## src/rtl/uart_cfg.sv

```systemverilog
// Runtime-configurable UART (7/8 data bits, N/E/O parity, 1/2 stop bits) with RX/TX byte FIFOs.
// Optional UART_LOOPBACK_EN adds a loopback input that feeds the registered tx into the RX path.
//
// state   | meaning
// IDLE    | RX: waiting for a low line / TX: waiting for a byte in the TX FIFO
// START   | RX: half-bit start check / TX: driving the start bit
// DATA    | data bits, LSB first
// PAR     | parity bit
// STOP    | RX: stop-bit sample and FIFO write / TX: driving stop bit(s)
// STOP2   | RX only: second stop bit hold-off

module uart_fifo #(
  parameter int W = 2
) (
  input  logic       clk,
  input  logic       reset,
  input  logic       wr,
  input  logic [7:0] w_data,
  input  logic       rd,
  output logic [7:0] r_data,
  output logic       full,
  output logic       empty
);
  logic [7:0] mem [2**W];
  logic [W-1:0] wp, rp;
  logic [W:0] cnt;
  logic do_wr, do_rd;

  assign full   = (cnt == (W+1)'(2**W));
  assign empty  = (cnt == '0);
  assign do_wr  = wr && (!full || rd);
  assign do_rd  = rd && !empty;
  assign r_data = empty ? 8'h00 : mem[rp];

  always_ff @(posedge clk) begin
    if (do_wr) mem[wp] <= w_data;
  end

  always_ff @(posedge clk or posedge reset) begin
    if (reset) begin
      wp  <= '0;
      rp  <= '0;
      cnt <= '0;
    end else begin
      if (do_wr) wp <= wp + W'(1);
      if (do_rd) rp <= rp + W'(1);
      cnt <= cnt + (W+1)'(do_wr) - (W+1)'(do_rd);
    end
  end
endmodule

module uart_cfg #(
  parameter int FIFO_W = 2,
  parameter int DIV_W  = 16,
  parameter int OVS    = 16
) (
  input  logic             clk,
  input  logic             reset,
  input  logic [DIV_W-1:0] divisor,
  input  logic             data7,
  input  logic             parity_en,
  input  logic             parity_odd,
  input  logic             two_stop,
  input  logic             rd_uart,
  input  logic             wr_uart,
  input  logic [7:0]       w_data,
  input  logic             rx,
`ifdef UART_LOOPBACK_EN
  input  logic             loopback,
`endif
  output logic             tx,
  output logic             tx_full,
  output logic             rx_empty,
  output logic [7:0]       r_data,
  input  logic             err_clr,
  output logic             rx_frame_err,
  output logic             rx_parity_err,
  output logic             rx_overrun
);
  localparam int SW = $clog2(OVS);
  localparam logic [SW-1:0] LAST = SW'(OVS - 1);
  localparam logic [SW-1:0] HALF = SW'(OVS / 2 - 1);

  typedef enum logic [2:0] {R_IDLE, R_START, R_DATA, R_PAR, R_STOP, R_STOP2} rx_state_t;
  typedef enum logic [2:0] {T_IDLE, T_START, T_DATA, T_PAR, T_STOP} tx_state_t;

  // Down-counter reloads at terminal count, so a new divisor applies from the next wrap.
  logic [DIV_W-1:0] baud_cnt;
  logic tick;
  assign tick = (baud_cnt == '0);

  always_ff @(posedge clk or posedge reset) begin
    if (reset)     baud_cnt <= '0;
    else if (tick) baud_cnt <= (divisor == '0) ? '0 : divisor - DIV_W'(1);
    else           baud_cnt <= baud_cnt - DIV_W'(1);
  end

  logic tx_reg, rx_src, rx_s1, rx_s2;
`ifdef UART_LOOPBACK_EN
  assign rx_src = loopback ? tx_reg : rx;
  assign tx     = loopback ? 1'b1 : tx_reg;
`else
  assign rx_src = rx;
  assign tx     = tx_reg;
`endif

  always_ff @(posedge clk or posedge reset) begin
    if (reset) begin
      rx_s1 <= 1'b1;
      rx_s2 <= 1'b1;
    end else begin
      rx_s1 <= rx_src;
      rx_s2 <= rx_s1;
    end
  end

  rx_state_t rx_st;
  logic [SW-1:0] rx_cnt;
  logic [2:0] rx_n;
  logic [7:0] rx_sh, rx_byte;
  logic rx_par, rx_d7, rx_pe, rx_po, rx_2s, rx_wr, rx_full;

  // 7-bit frames shift one position short, leaving the data in the upper bits.
  assign rx_byte = rx_d7 ? {1'b0, rx_sh[7:1]} : rx_sh;
  assign rx_wr   = (rx_st == R_STOP) && tick && (rx_cnt == LAST);

  always_ff @(posedge clk or posedge reset) begin
    if (reset) begin
      rx_st  <= R_IDLE;
      rx_cnt <= '0;
      rx_n   <= '0;
      rx_sh  <= '0;
      rx_par <= 1'b0;
      rx_d7  <= 1'b0;
      rx_pe  <= 1'b0;
      rx_po  <= 1'b0;
      rx_2s  <= 1'b0;
    end else begin
      case (rx_st)
        R_IDLE: if (!rx_s2) begin
          rx_st  <= R_START;
          rx_cnt <= '0;
          rx_d7  <= data7;
          rx_pe  <= parity_en;
          rx_po  <= parity_odd;
          rx_2s  <= two_stop;
        end
        R_START: if (tick) begin
          if (rx_cnt == HALF) begin
            rx_st  <= rx_s2 ? R_IDLE : R_DATA;
            rx_cnt <= '0;
            rx_n   <= '0;
          end else rx_cnt <= rx_cnt + SW'(1);
        end
        R_DATA: if (tick) begin
          if (rx_cnt == LAST) begin
            rx_cnt <= '0;
            rx_sh  <= {rx_s2, rx_sh[7:1]};
            if (rx_n == (rx_d7 ? 3'd6 : 3'd7)) rx_st <= rx_pe ? R_PAR : R_STOP;
            else                                rx_n  <= rx_n + 3'd1;
          end else rx_cnt <= rx_cnt + SW'(1);
        end
        R_PAR: if (tick) begin
          if (rx_cnt == LAST) begin
            rx_cnt <= '0;
            rx_par <= rx_s2;
            rx_st  <= R_STOP;
          end else rx_cnt <= rx_cnt + SW'(1);
        end
        R_STOP: if (tick) begin
          if (rx_cnt == LAST) begin
            rx_cnt <= '0;
            rx_st  <= rx_2s ? R_STOP2 : R_IDLE;
          end else rx_cnt <= rx_cnt + SW'(1);
        end
        R_STOP2: if (tick) begin
          if (rx_cnt == LAST) begin
            rx_cnt <= '0;
            rx_st  <= R_IDLE;
          end else rx_cnt <= rx_cnt + SW'(1);
        end
        default: rx_st <= R_IDLE;
      endcase
    end
  end

  // Error flags: a set in the same cycle as err_clr wins.
  always_ff @(posedge clk or posedge reset) begin
    if (reset) begin
      rx_frame_err  <= 1'b0;
      rx_parity_err <= 1'b0;
      rx_overrun    <= 1'b0;
    end else begin
      rx_frame_err  <= (rx_frame_err & ~err_clr) | (rx_wr & ~rx_s2);
      rx_parity_err <= (rx_parity_err & ~err_clr) |
                       (rx_wr & rx_pe & (rx_par != ((^rx_byte) ^ rx_po)));
      rx_overrun    <= (rx_overrun & ~err_clr) | (rx_wr & rx_full & ~rd_uart);
    end
  end

  uart_fifo #(.W(FIFO_W)) u_rx_fifo (
    .clk(clk), .reset(reset), .wr(rx_wr), .w_data(rx_byte), .rd(rd_uart),
    .r_data(r_data), .full(rx_full), .empty(rx_empty)
  );

  tx_state_t tx_st;
  logic [SW-1:0] tx_cnt;
  logic [2:0] tx_n;
  logic [7:0] tx_sh, tx_head, tx_head_m;
  logic tx_par, tx_d7, tx_pe, tx_2s, tx_empty, tx_pop;

  assign tx_pop    = (tx_st == T_IDLE) && !tx_empty;
  assign tx_head_m = data7 ? {1'b0, tx_head[6:0]} : tx_head;

  uart_fifo #(.W(FIFO_W)) u_tx_fifo (
    .clk(clk), .reset(reset), .wr(wr_uart), .w_data(w_data), .rd(tx_pop),
    .r_data(tx_head), .full(tx_full), .empty(tx_empty)
  );

  // Each bit is driven on the first tick of its period and held for OVS ticks.
  always_ff @(posedge clk or posedge reset) begin
    if (reset) begin
      tx_st  <= T_IDLE;
      tx_cnt <= '0;
      tx_n   <= '0;
      tx_sh  <= '0;
      tx_par <= 1'b0;
      tx_d7  <= 1'b0;
      tx_pe  <= 1'b0;
      tx_2s  <= 1'b0;
      tx_reg <= 1'b1;
    end else begin
      case (tx_st)
        T_IDLE: if (tx_pop) begin
          tx_sh  <= tx_head;
          tx_par <= (^tx_head_m) ^ parity_odd;
          tx_d7  <= data7;
          tx_pe  <= parity_en;
          tx_2s  <= two_stop;
          tx_cnt <= '0;
          tx_n   <= '0;
          tx_st  <= T_START;
        end
        T_START: if (tick) begin
          if (tx_cnt == '0) tx_reg <= 1'b0;
          if (tx_cnt == LAST) begin
            tx_cnt <= '0;
            tx_st  <= T_DATA;
          end else tx_cnt <= tx_cnt + SW'(1);
        end
        T_DATA: if (tick) begin
          if (tx_cnt == '0) tx_reg <= tx_sh[0];
          if (tx_cnt == LAST) begin
            tx_cnt <= '0;
            tx_sh  <= {1'b0, tx_sh[7:1]};
            if (tx_n == (tx_d7 ? 3'd6 : 3'd7)) begin
              tx_n  <= '0;
              tx_st <= tx_pe ? T_PAR : T_STOP;
            end else tx_n <= tx_n + 3'd1;
          end else tx_cnt <= tx_cnt + SW'(1);
        end
        T_PAR: if (tick) begin
          if (tx_cnt == '0) tx_reg <= tx_par;
          if (tx_cnt == LAST) begin
            tx_cnt <= '0;
            tx_st  <= T_STOP;
          end else tx_cnt <= tx_cnt + SW'(1);
        end
        T_STOP: if (tick) begin
          if (tx_cnt == '0) tx_reg <= 1'b1;
          if (tx_cnt == LAST) begin
            tx_cnt <= '0;
            if (tx_2s && tx_n == '0) tx_n  <= 3'd1;
            else                     tx_st <= T_IDLE;
          end else tx_cnt <= tx_cnt + SW'(1);
        end
        default: tx_st <= T_IDLE;
      endcase
    end
  end
endmodule

```

## config.mk

```make
export PLATFORM = sky130hd
export DESIGN_NAME = uart_cfg
export DESIGN_NICKNAME = d
export VERILOG_FILES = /design/src/rtl/uart_cfg.sv
export SDC_FILE = /design/constraint.sdc
export NUM_CORES = 1
export LEC_CHECK = 0
export BUFFER_PORTS_ARGS = -buffer_cell sky130_fd_sc_hd__buf_2
export CAP_MARGIN = 20
export CORE_MARGIN = 1.5
export CORE_UTILIZATION = 55
export CTS_CLUSTER_DIAMETER = 40
export DETAILED_ROUTE_END_ITERATION = 7
export PLACE_DENSITY = 0.85
export RECOVER_POWER = 100
export SETUP_SLACK_MARGIN = 0.15
export SYNTH_ARGS = -nofsm -noshare
export SYNTH_HDL_FRONTEND = slang
export SYNTH_SLANG_ARGS = --single-unit
export TNS_END_PERCENT = 5
```

## constraint.sdc

```tcl
create_clock -name clk -period 2.6 [get_ports clk]
set_input_delay 0.39 -clock clk [delete_from_list [all_inputs] [get_ports clk]]
set_output_delay 0.39 -clock clk [all_outputs]
set_load 0.03 [all_outputs]
```

==> impl_metrics.yaml, run 1 <==
worst_setup_path:
  r2r-start: "baud_cnt[7]"
  arrival_ps: 2720
  reg2regPathDepth: 6
  timing.critical_path.from_type: "flip-flop"
  crit_required_ps: 2890
  cp_max_fo: 6
  critical_path_class: "flip-flop to flip-flop"
  critPathCaptureType: "flip-flop"
  rr_endpoint: "u_rx_fifo.cnt[1]"
  r2r_slack_ps: 160
  critical_path.endpoint: "u_rx_fifo.cnt[1]"
  startpoint: "baud_cnt[7]"
detailed_routing:
  first_pass_iters: 5
  wl_per_cell_um: 17.79
  wl_met3_um: 492
  drt-total-wl_um: 14700
  wl_met1_um: 5880
  drtIter0Drc: 302
  avgViaCountPerCell: 5.805
  wl_met2_um: 8102
  drc: 0
  vias: 4795
  top_layer_used: "met4"
  drt.antenna.violating_nets: 0
power_and_ir_drop:
  pwr-share-clk: 0.459
  power.internal_uw: 4625
  swShare: 0.2249
  leakagePower_uw: 0.003424
  p_per_area_nw_per_um2: 704.8
  power_uw: 5967
  vdd_drop_max_mv: 0.8627
  seq_power_share: 0.441
  switchingPower_uw: 1342
  power_frac_comb: 0.100
logic_synthesis:
  ys_async_sr_fraction: 0.5586
  synthAdderAreaFrac: 0.04137
  ys.warnings.count: 0
  yosysTopAreaCell: "dfrtp_1"
  netlist_area_um2: 7318
  yosysTopAreaCellShare: 0.2667
  synth_ff_type: "dfrtp_1"
  synth_cell_type_count: 70
  netlist_instances: 578
  synth_top_family_by_area: "simple AND/OR/NAND/NOR gates"
  ys_ff_latch: 145
  synth_nets: 635
  synth_area_leaders: "dfrtp_1 27%, edfxtp_1 26%, mux2_2 5.2%"
  synthMuxAreaShare: 0.1128
  synth_simple_gate_area_share: 0.1258
  synth_xor_area_frac: 0.06924
  seq_area_frac_synth: 0.5401
  synth_compound_area_frac: 0.08070
  synth_edf_count: 64
  syn_avg_cell_area_um2: 12.66
global_route:
  grt_pass1_wl_um: 24410
  grt_max_degree: 82
  antenna_found_initial: 0
  grt_pass1_vias: 5015
  grt_usage: 0.2238
  grt_overflow: 0
clock_tree:
  ctsLongestPathBuffers: 2
  clk_pin_slew_ps: 60
  cts_buffers: 17
  cts_tree: "done"
  hold_buffers: 0
  insertion_delay_ps: 420
  root_buffer: "clkbuf_16"
  clock-sinks: 145
  cts-htree-levels: 4
status:
  outcome: "complete, but fails checks"
  violations: "capacitance limit, slew limit"
timing:
  setup_viol: 0
  final.period_utilization: 0.9366
  hold_ws_ps: 72.86
  fmax_ghz: 0.4106
  setup_tns_ps: 0
  hold_violations: 0
  clock_skew_ps: 6.365
  worst_pin_slew_ps: 1968
  final_max_slew_viol_count: 82
  slew_headroom: -0.3118
  rsz0062_at_grt: "true"
  fin_crit_ps: 2435
floorplanning:
  die_h_um: 118.4
  rows: 41
  start_util: 0.5706
  core_area_um2: 12820
  die_x_um: 118.4
  ios: 48
  die_area_um2: 14010
job:
  drv_cap: 1
layout:
  syn2layout_area_growth_pct: 15.69
  layout-drive-gt1-share: 0.2202
  layout_commonest_cell: "dfrtp_1"
  final_cell_mix: "78 x dfrtp_1, 64 x edfxtp_1, 36 x inv_1, 36 x xnor2_1, 28 x mux2_2"
  reg_top3: "u_rx_fifo.mem: 32 flops, u_tx_fifo.mem: 32 flops, baud_cnt: 16 flops"
  antenna_cells: 0
  nets: 698
  fillers: 942
  final_core_util: 0.6602
worst_hold_path:
  hp-class: "primary input to flip-flop"
placed_design:
  io_buffers: 47
  finalWeightedCongestion: 0.8529
  dp_hpwl_um: 9956
routing by layer:
metal	vias to the layer above	GRT usage
li1	2255	-
met1	2416	0.2502
met2	101	0.4128
met3	23	0.05840
met4	0	0.07317
met5	-	0
worst max-delay path, stage by stage (launching register included):
cell     delay [ps]
dfrtp_1         410
or3_4           440
nor4_4          180
nand3_1         170
nor4b_4         430
ha_1            250
fa_1            430
kinds of logic after synthesis:
family	after synthesis
compound gates	87
xor+xnor	53
fa+ha+maj	23
buf+inv	56
flops	145
mux	57
simple gates	157
stage by stage:
step | setup slack, ps | std cells | instance area [um^2]
finish | 164.8 | 826 | 8467
floorplan | 61.25 | 578 | 7328
detailed placement | 123.5 | 793 | 7825
CTS | 128.9 | 825 | 8493
global route | 35.61 | 826 | 8467
global placement | 189.7 | 793 | 7825
how the worst min path moves through the flow:
stage               slack [ps]   from  cells past startpoint               end
floorplan                  350  rx_s1                      0             rx_s2
global placement           350  rx_s1                      0             rx_s2
detailed placement         350  rx_s1                      0             rx_s2
CTS                         50  reset                      3  u_tx_fifo.cnt[1]
global route                50     rx                      1             rx_s1
finish                      70     rx                      1             rx_s1
synth_stat cells, types with 2 or more instances:
cell and count:
nor2_1 27, a21oi_1 14, buf_2 4, clkbuf_1 13, o22ai_1 15, xnor2_1 36
fa_1 2, nand2b_1 9, nand2_1 26, nand4_1 8, dfstp_2 3, mux2_2 34
inv_1 37, or4_1 3, edfxtp_1 64, ha_1 21, xnor3_1 2, nand4b_1 2
nand3_1 13, o211a_1 2, nor4_1 6, o21ai_0 17, a22o_1 8, a211o_1 2
and3_1 4, or3_1 7, a31o_2 2, mux2i_1 6, nor3_1 10, nor2b_1 4
and2_1 21, a41oi_1 3, o31ai_1 3, mux4_2 17, xor2_1 14, dfrtp_1 78
nand3b_1 4, a31oi_1 5
power groups by stage:
stage / combinational [uW] / sequential (uW) / clock (uW)
floorplan: 429 / 2650 / 0
global placement: 554 / 2660 / 0
detailed placement: 595 / 2680 / 0
CTS: 613 / 2630 / 2760
global route: 659 / 2650 / 2870
finish: 594 / 2630 / 2740
area by class of cell:
| class | instances | area, um^2 | area share |
|---|---|---|---|
| Inverter | 37 | 140.1 | 0.01655 |
| Multi-Input combinational cell | 377 | 3172 | 0.3746 |
| Timing Repair Buffer | 63 | 321.6 | 0.03798 |
| Tap cell | 172 | 215.2 | 0.02542 |
| Clock buffer | 18 | 429.2 | 0.05069 |
| Sequential cell | 145 | 3953 | 0.4668 |
| Clock inverter | 14 | 236.5 | 0.02793 |
repair_timing:
action,4_1_cts,5_1_grt
gates resized for setup,1,6
pin swaps,0,1
buffers inserted,0,1
endpoints found under the setup margin,14,73
Note: power is estimated with default switching activity, not from simulation.
==> run 2, diff against run 1 <==
==> constraint.sdc (replaced) <==
create_clock -name clk -period 2.6 [get_ports clk]
set_input_delay 0.39 -clock clk [delete_from_list [all_inputs] [get_ports clk]]
set_output_delay 0.39 -clock clk [all_outputs]
set_load 0.01 [all_outputs]
==> run 2 against run 1 <==
Against the previous run: highest routed layer unchanged; the flow still finishes with violations (capacitance limit, slew limit); largest cell class unchanged; non-clock buffer count unchanged; clock skew is 0.53 ps higher; largest power group unchanged; via count rose by 0.75%; critical path type unchanged.
==> impl_metrics.yaml, run 2 (synthesized netlist as in run 1, its figures left out) <==
worst_setup_path:
  r2r-start: "baud_cnt[3]"
  critical_path_class: "flip-flop to flip-flop"
  reg2regPathDepth: 6
  cp_max_fo: 14
  crit_slowest_cell: "or4_4"
  worst_path_largest_cell_delay_ps: 600
  rr_endpoint: "baud_cnt[12]"
  crit_required_ps: 2930
  critPathCaptureType: "flip-flop"
  path_buf_inv: 1
  r2r_slack_ps: 180
  cp_cell_sequence: "or4_4, nor3b_4, buf_4, and3_4, nand2_1, o21ai_0"
  arrival_ps: 2760
  cp_top_family: "simple AND/OR/NAND/NOR gates"
  timing.critical_path.from_type: "flip-flop"
  worstSetupPathDepth: 6
worst_hold_path:
  whs_endpoint: "rx_s1"
  hp-class: "primary input to flip-flop"
  hold_start: "rx"
  hold_path_depth: 1
power_and_ir_drop:
  p_per_area_nw_per_um2: 704.9
  power_uw: 5962
  leakagePower_uw: 0.003394
  vdd_drop_max_mv: 0.8663
placed_design:
  finalWeightedCongestion: 0.8529
  dp_hpwl_um: 9956
  io_buffers: 47
  post-place-ws_ps: 123.5
status:
  outcome: "complete, but fails checks"
  violations: "capacitance limit, slew limit"
clock_tree:
  clk_pin_slew_ps: 60
  cts-htree-levels: 4
  root_buffer: "clkbuf_16"
  clock-sinks: 145
  ctsLongestPathBuffers: 2
  cts_tree: "done"
  cts_buffers: 17
  insertion_delay_ps: 420
timing:
  worst_slack_ps: 175.3
  setup_tns_ps: 0
  final_max_slew_viol_count: 82
  clock_skew_ps: 6.900
  setup_viol: 0
  fmax_ghz: 0.4124
  final.period_utilization: 0.9326
  hold_violations: 0
  hold_ws_ps: 72.62
  slew_headroom: -0.3134
  fin_crit_ps: 2425
  rsz0062_at_grt: "true"
  worst_pin_slew_ps: 1970
layout:
  final_cell_mix: "77 x dfrtp_1, 64 x edfxtp_1, 36 x inv_1, 36 x xnor2_1, 28 x mux2_2"
  antenna_cells: 0
  layout-drive-gt1-share: 0.2110
  regArea_um2: 3954
  syn2layout_area_growth_pct: 15.58
  reg_top3: "u_rx_fifo.mem: 32 flops, u_tx_fifo.mem: 32 flops, baud_cnt: 16 flops"
  fillers: 941
  layout_commonest_cell: "dfrtp_1"
  multi_input_area_um2: 3173
  nets: 698
detailed_routing:
  vias: 4831
  wl_per_cell_um: 17.90
  drc: 0
  drt.antenna.violating_nets: 0
  drt-total-wl_um: 14780
  first_pass_iters: 5
  avgViaCountPerCell: 5.849
  drtIter0Drc: 342
global_route:
  grt_overflow: 0
  grt_usage: 0.2238
  grt_pass1_vias: 5015
  grt_pass1_wl_um: 24410
  antenna_found_initial: 0
  grt_max_degree: 82
job:
  drv_cap: 1
floorplanning:
  ios: 48
  die_h_um: 118.4
  rows: 41
  die_area_um2: 14010
  core_area_um2: 12820
  die_x_um: 118.4
  start_util: 0.5706
## run 2: area by class of cell
| type | instances | share of cell area |
|---|---|---|
| multi-input cells | 377 | 0.3751 |
| clock inverters | 14 | 0.02796 |
| inverters | 37 | 0.01657 |
| clock buffers | 18 | 0.05074 |
| repair buffers | 63 | 0.03669 |
| flip-flops and latches | 145 | 0.4675 |
| well taps | 172 | 0.02544 |
## run 2: how the worst max path moves through the flow
stage | startpoint | end | slack [ps]
global placement | divisor[11] | baud_cnt[12] | 190
CTS | baud_cnt[3] | rx_parity_err | 130
floorplan | baud_cnt[7] | u_rx_fifo.cnt[1] | 60
detailed placement | divisor[11] | baud_cnt[1] | 120
finish | baud_cnt[3] | baud_cnt[12] | 180
global route | baud_cnt[3] | baud_cnt[11] | 50
## run 2: stage by stage
step	std cells	cell area (um^2)	utilization
floorplan	578	7328	-
global route	826	8458	0.6595
global placement	793	7825	0.6101
finish	826	8458	0.6595
detailed placement	793	7825	0.6101
CTS	825	8493	0.6622
## run 2: layer usage
metal	routed length (um)	vias up	track usage
met5	0	-	0
met4	225	0	0.07317
met3	547	20	0.05840
met2	8124	107	0.4128
met1	5887	2449	0.2502
li1	-	2255	-
## run 2: timing repair
item	CTS	global route
setup endpoints to repair	8	73
resized for setup	1	8
gates cloned	0	0
hold buffers	0	0
buffers inserted	0	1
pin swaps	0	2
## run 2: power by group
| group | internal, uW | switching (uW) |
|---|---|---|
| Sequential | 2560 | 79.1 |
| Clock | 1800 | 943 |
| Combinational | 272 | 314 |
| Total | 4630 | 1340 |
==> run 3, diff against run 2 <==
Settings changed: BUFFER_PORTS_ARGS -buffer_cell sky130_fd_sc_hd__buf_2 to not set, CELL_PAD_IN_SITES_DETAIL_PLACEMENT set to 1, CELL_PAD_IN_SITES_GLOBAL_PLACEMENT set to 1, CORE_UTILIZATION 55 to 47, DONT_BUFFER_PORTS set to 1, PLACE_DENSITY 0.85 to 0.84.
==> run 3 against run 2 <==
Against the previous run: the run now ends clean; utilization fell by 12 points; fmax fell by 1.2%; clock skew rose by 3.4 ps; total power fell by 4.7%; critical path type unchanged; die area rose by 17%; flip-flop and latch count did not move; non-clock buffer count fell by 42.
==> impl_metrics.yaml, run 3 (synthesized netlist as in run 1, its figures left out) <==
status:
  outcome: "completed"
floorplanning:
  die_h_um: 127.8
  rows: 45
  core_area_um2: 15200
  start_util: 0.4814
  die_area_um2: 16330
  die_x_um: 127.8
  ios: 48
global_route:
  met1_usage: 0.2399
  grt_max_degree: 39
  met3_usage: 0.06177
  grt_overflow: 0
  grt_pass1_wl_um: 25970
  met2_usage: 0.3678
  grt_usage: 0.2071
  grt_busiest_layer: "met2"
  antenna_found_initial: 0
  grt_pass1_vias: 5099
clock_tree:
  insertion_delay_ps: 430
  cts_tree: "done"
  cts_buffers: 17
  ctsLongestPathBuffers: 2
  root_buffer: "clkbuf_16"
  clock-sinks: 145
  cts-htree-levels: 4
  clk_pin_slew_ps: 70
job:
  drv_cap: 0
timing:
  setup_viol: 0
  fin_crit_ps: 2454
  setup_tns_ps: 0
  worst_slack_ps: 146.0
  fmax_ghz: 0.4075
  worst_pin_slew_ps: 961.0
  rsz0062_at_grt: "true"
  clock_skew_ps: 10.34
  final.period_utilization: 0.9438
  slew_headroom: 0.3594
  final_max_slew_viol_count: 0
  hold_violations: 0
worst_setup_path:
  cp_cell_sequence: "or3_4, nor4_4, nand3_1, nor4b_1, buf_4, ha_1, fa_1"
  critical_path_class: "flip-flop to flip-flop"
  cp_max_fo: 7
  worst_path_largest_cell_delay_ps: 430
  critPathCaptureType: "flip-flop"
  crit_slowest_cell: "or3_4"
  crit_required_ps: 2890
  timing.critical_path.from_type: "flip-flop"
  arrival_ps: 2740
detailed_routing:
  drc: 0
  drt.antenna.violating_nets: 0
  drtIter0Drc: 239
  drt-total-wl_um: 15900
  vias: 4659
  avgViaCountPerCell: 5.824
  first_pass_iters: 4
  wl_per_cell_um: 19.87
layout:
  antenna_cells: 0
  fillers: 1525
  final_cell_mix: "78 x dfrtp_1, 64 x edfxtp_1, 36 x inv_1, 36 x xnor2_1, 28 x mux2_2"
  layout-drive-gt1-share: 0.1781
  layout_commonest_cell: "dfrtp_1"
  nets: 656
  reg_top3: "u_rx_fifo.mem: 32 flops, u_tx_fifo.mem: 32 flops, baud_cnt: 16 flops"
  syn2layout_area_growth_pct: 12.31
power_and_ir_drop:
  p_per_area_nw_per_um2: 691.5
  vdd_drop_max_mv: 0.5212
  leakagePower_uw: 0.003237
placed_design:
  finalWeightedCongestion: 0.8567
  io_buffers: 0
  post-place-ws_ps: 62.57
  dp_hpwl_um: 11290
worst_hold_path:
  hp-class: "primary input to flip-flop"
==> run 3: changes by cell type in the layout (fill, tap and decap cells not counted), moves of 2 or more <==
| cell | change |
|---|---|
| and2_0 | +4 |
| clkbuf_1 | -23 |
| clkinv_4 | -2 |
| clkinvlp_4 | +5 |
| bufinv_16 | -3 |
| dlygate4sd3_1 | +2 |
| and2_1 | -2 |
| clkinv_2 | -2 |
| buf_4 | +5 |
| buf_2 | -27 |
| inv_6 | +3 |
==> run 3: timing repair <==
action	CTS	global route
endpoints found under the hold margin	18	0
pin swaps	1	0
setup endpoints to repair	34	55
resized for setup	1	2
setup buffers	1	0
hold buffers	2	0
==> run 3: cell type report <==
type / count / area (um^2) / area share
clock inverters: 15 / 182.7 / 0.02223
clock buffers: 17 / 425.4 / 0.05176
multi-input cells: 377 / 3133 / 0.3812
repair buffers: 21 / 150.1 / 0.01827
flip-flops and latches: 145 / 3953 / 0.4809
inverters: 37 / 140.1 / 0.01705
well taps: 188 / 235.2 / 0.02862
==> run 3: path summary, 6_finish.rpt <==
| path | startpoint | endpoint | slack [ps] | depth (start not counted) |
|---|---|---|---|---|
| min in group asynchronous | reset | tx_sh[1] | 550 | 2 |
| worst min-delay path | w_data[7] | u_tx_fifo.mem[2][7] | 60 | 0 |
| worst max register to register | baud_cnt[7] | u_rx_fifo.cnt[1] | 150 | 7 |
| max in group asynchronous | reset | rx_st[0] | 660 | 3 |
| worst max-delay path | baud_cnt[7] | u_rx_fifo.cnt[1] | 150 | 7 |
| worst min register to register | rx_s1 | rx_s2 | 360 | 0 |
==> run 3: critical path: cells and delay by family, from the launching register on <==
family        cells  cell delay [ps]
simple gates      4             1040
buf+inv           1              220
fa+ha+maj         2              620
flops             1              420
==> run 3: metal layers <==
layer  vias up  part of all wire
li1       2168                 -
met3        13             0.043
met1      2396              0.42
met5         -                 0
met2        82              0.53
met4         0            0.0099
==> run 3: metrics by stage <==
stage	instances	total power, uW	util	instance area (um^2)	hold WS (ps)
floorplan	578	3065	-	7328	345.2
global placement	765	3184	0.5021	7632	250.4
detailed placement	765	3234	0.5021	7632	260.6
CTS	800	5754	0.5441	8272	33.36
global route	800	5888	0.5407	8219	32.84
finish	800	5683	0.5407	8219	55.69
==> run 3: power breakdown <==
group | internal, uW | switching, uW | total, uW
sequential | 2560 | 80.5 | 2640
clock | 1520 | 986 | 2500
combinational | 255 | 291 | 545
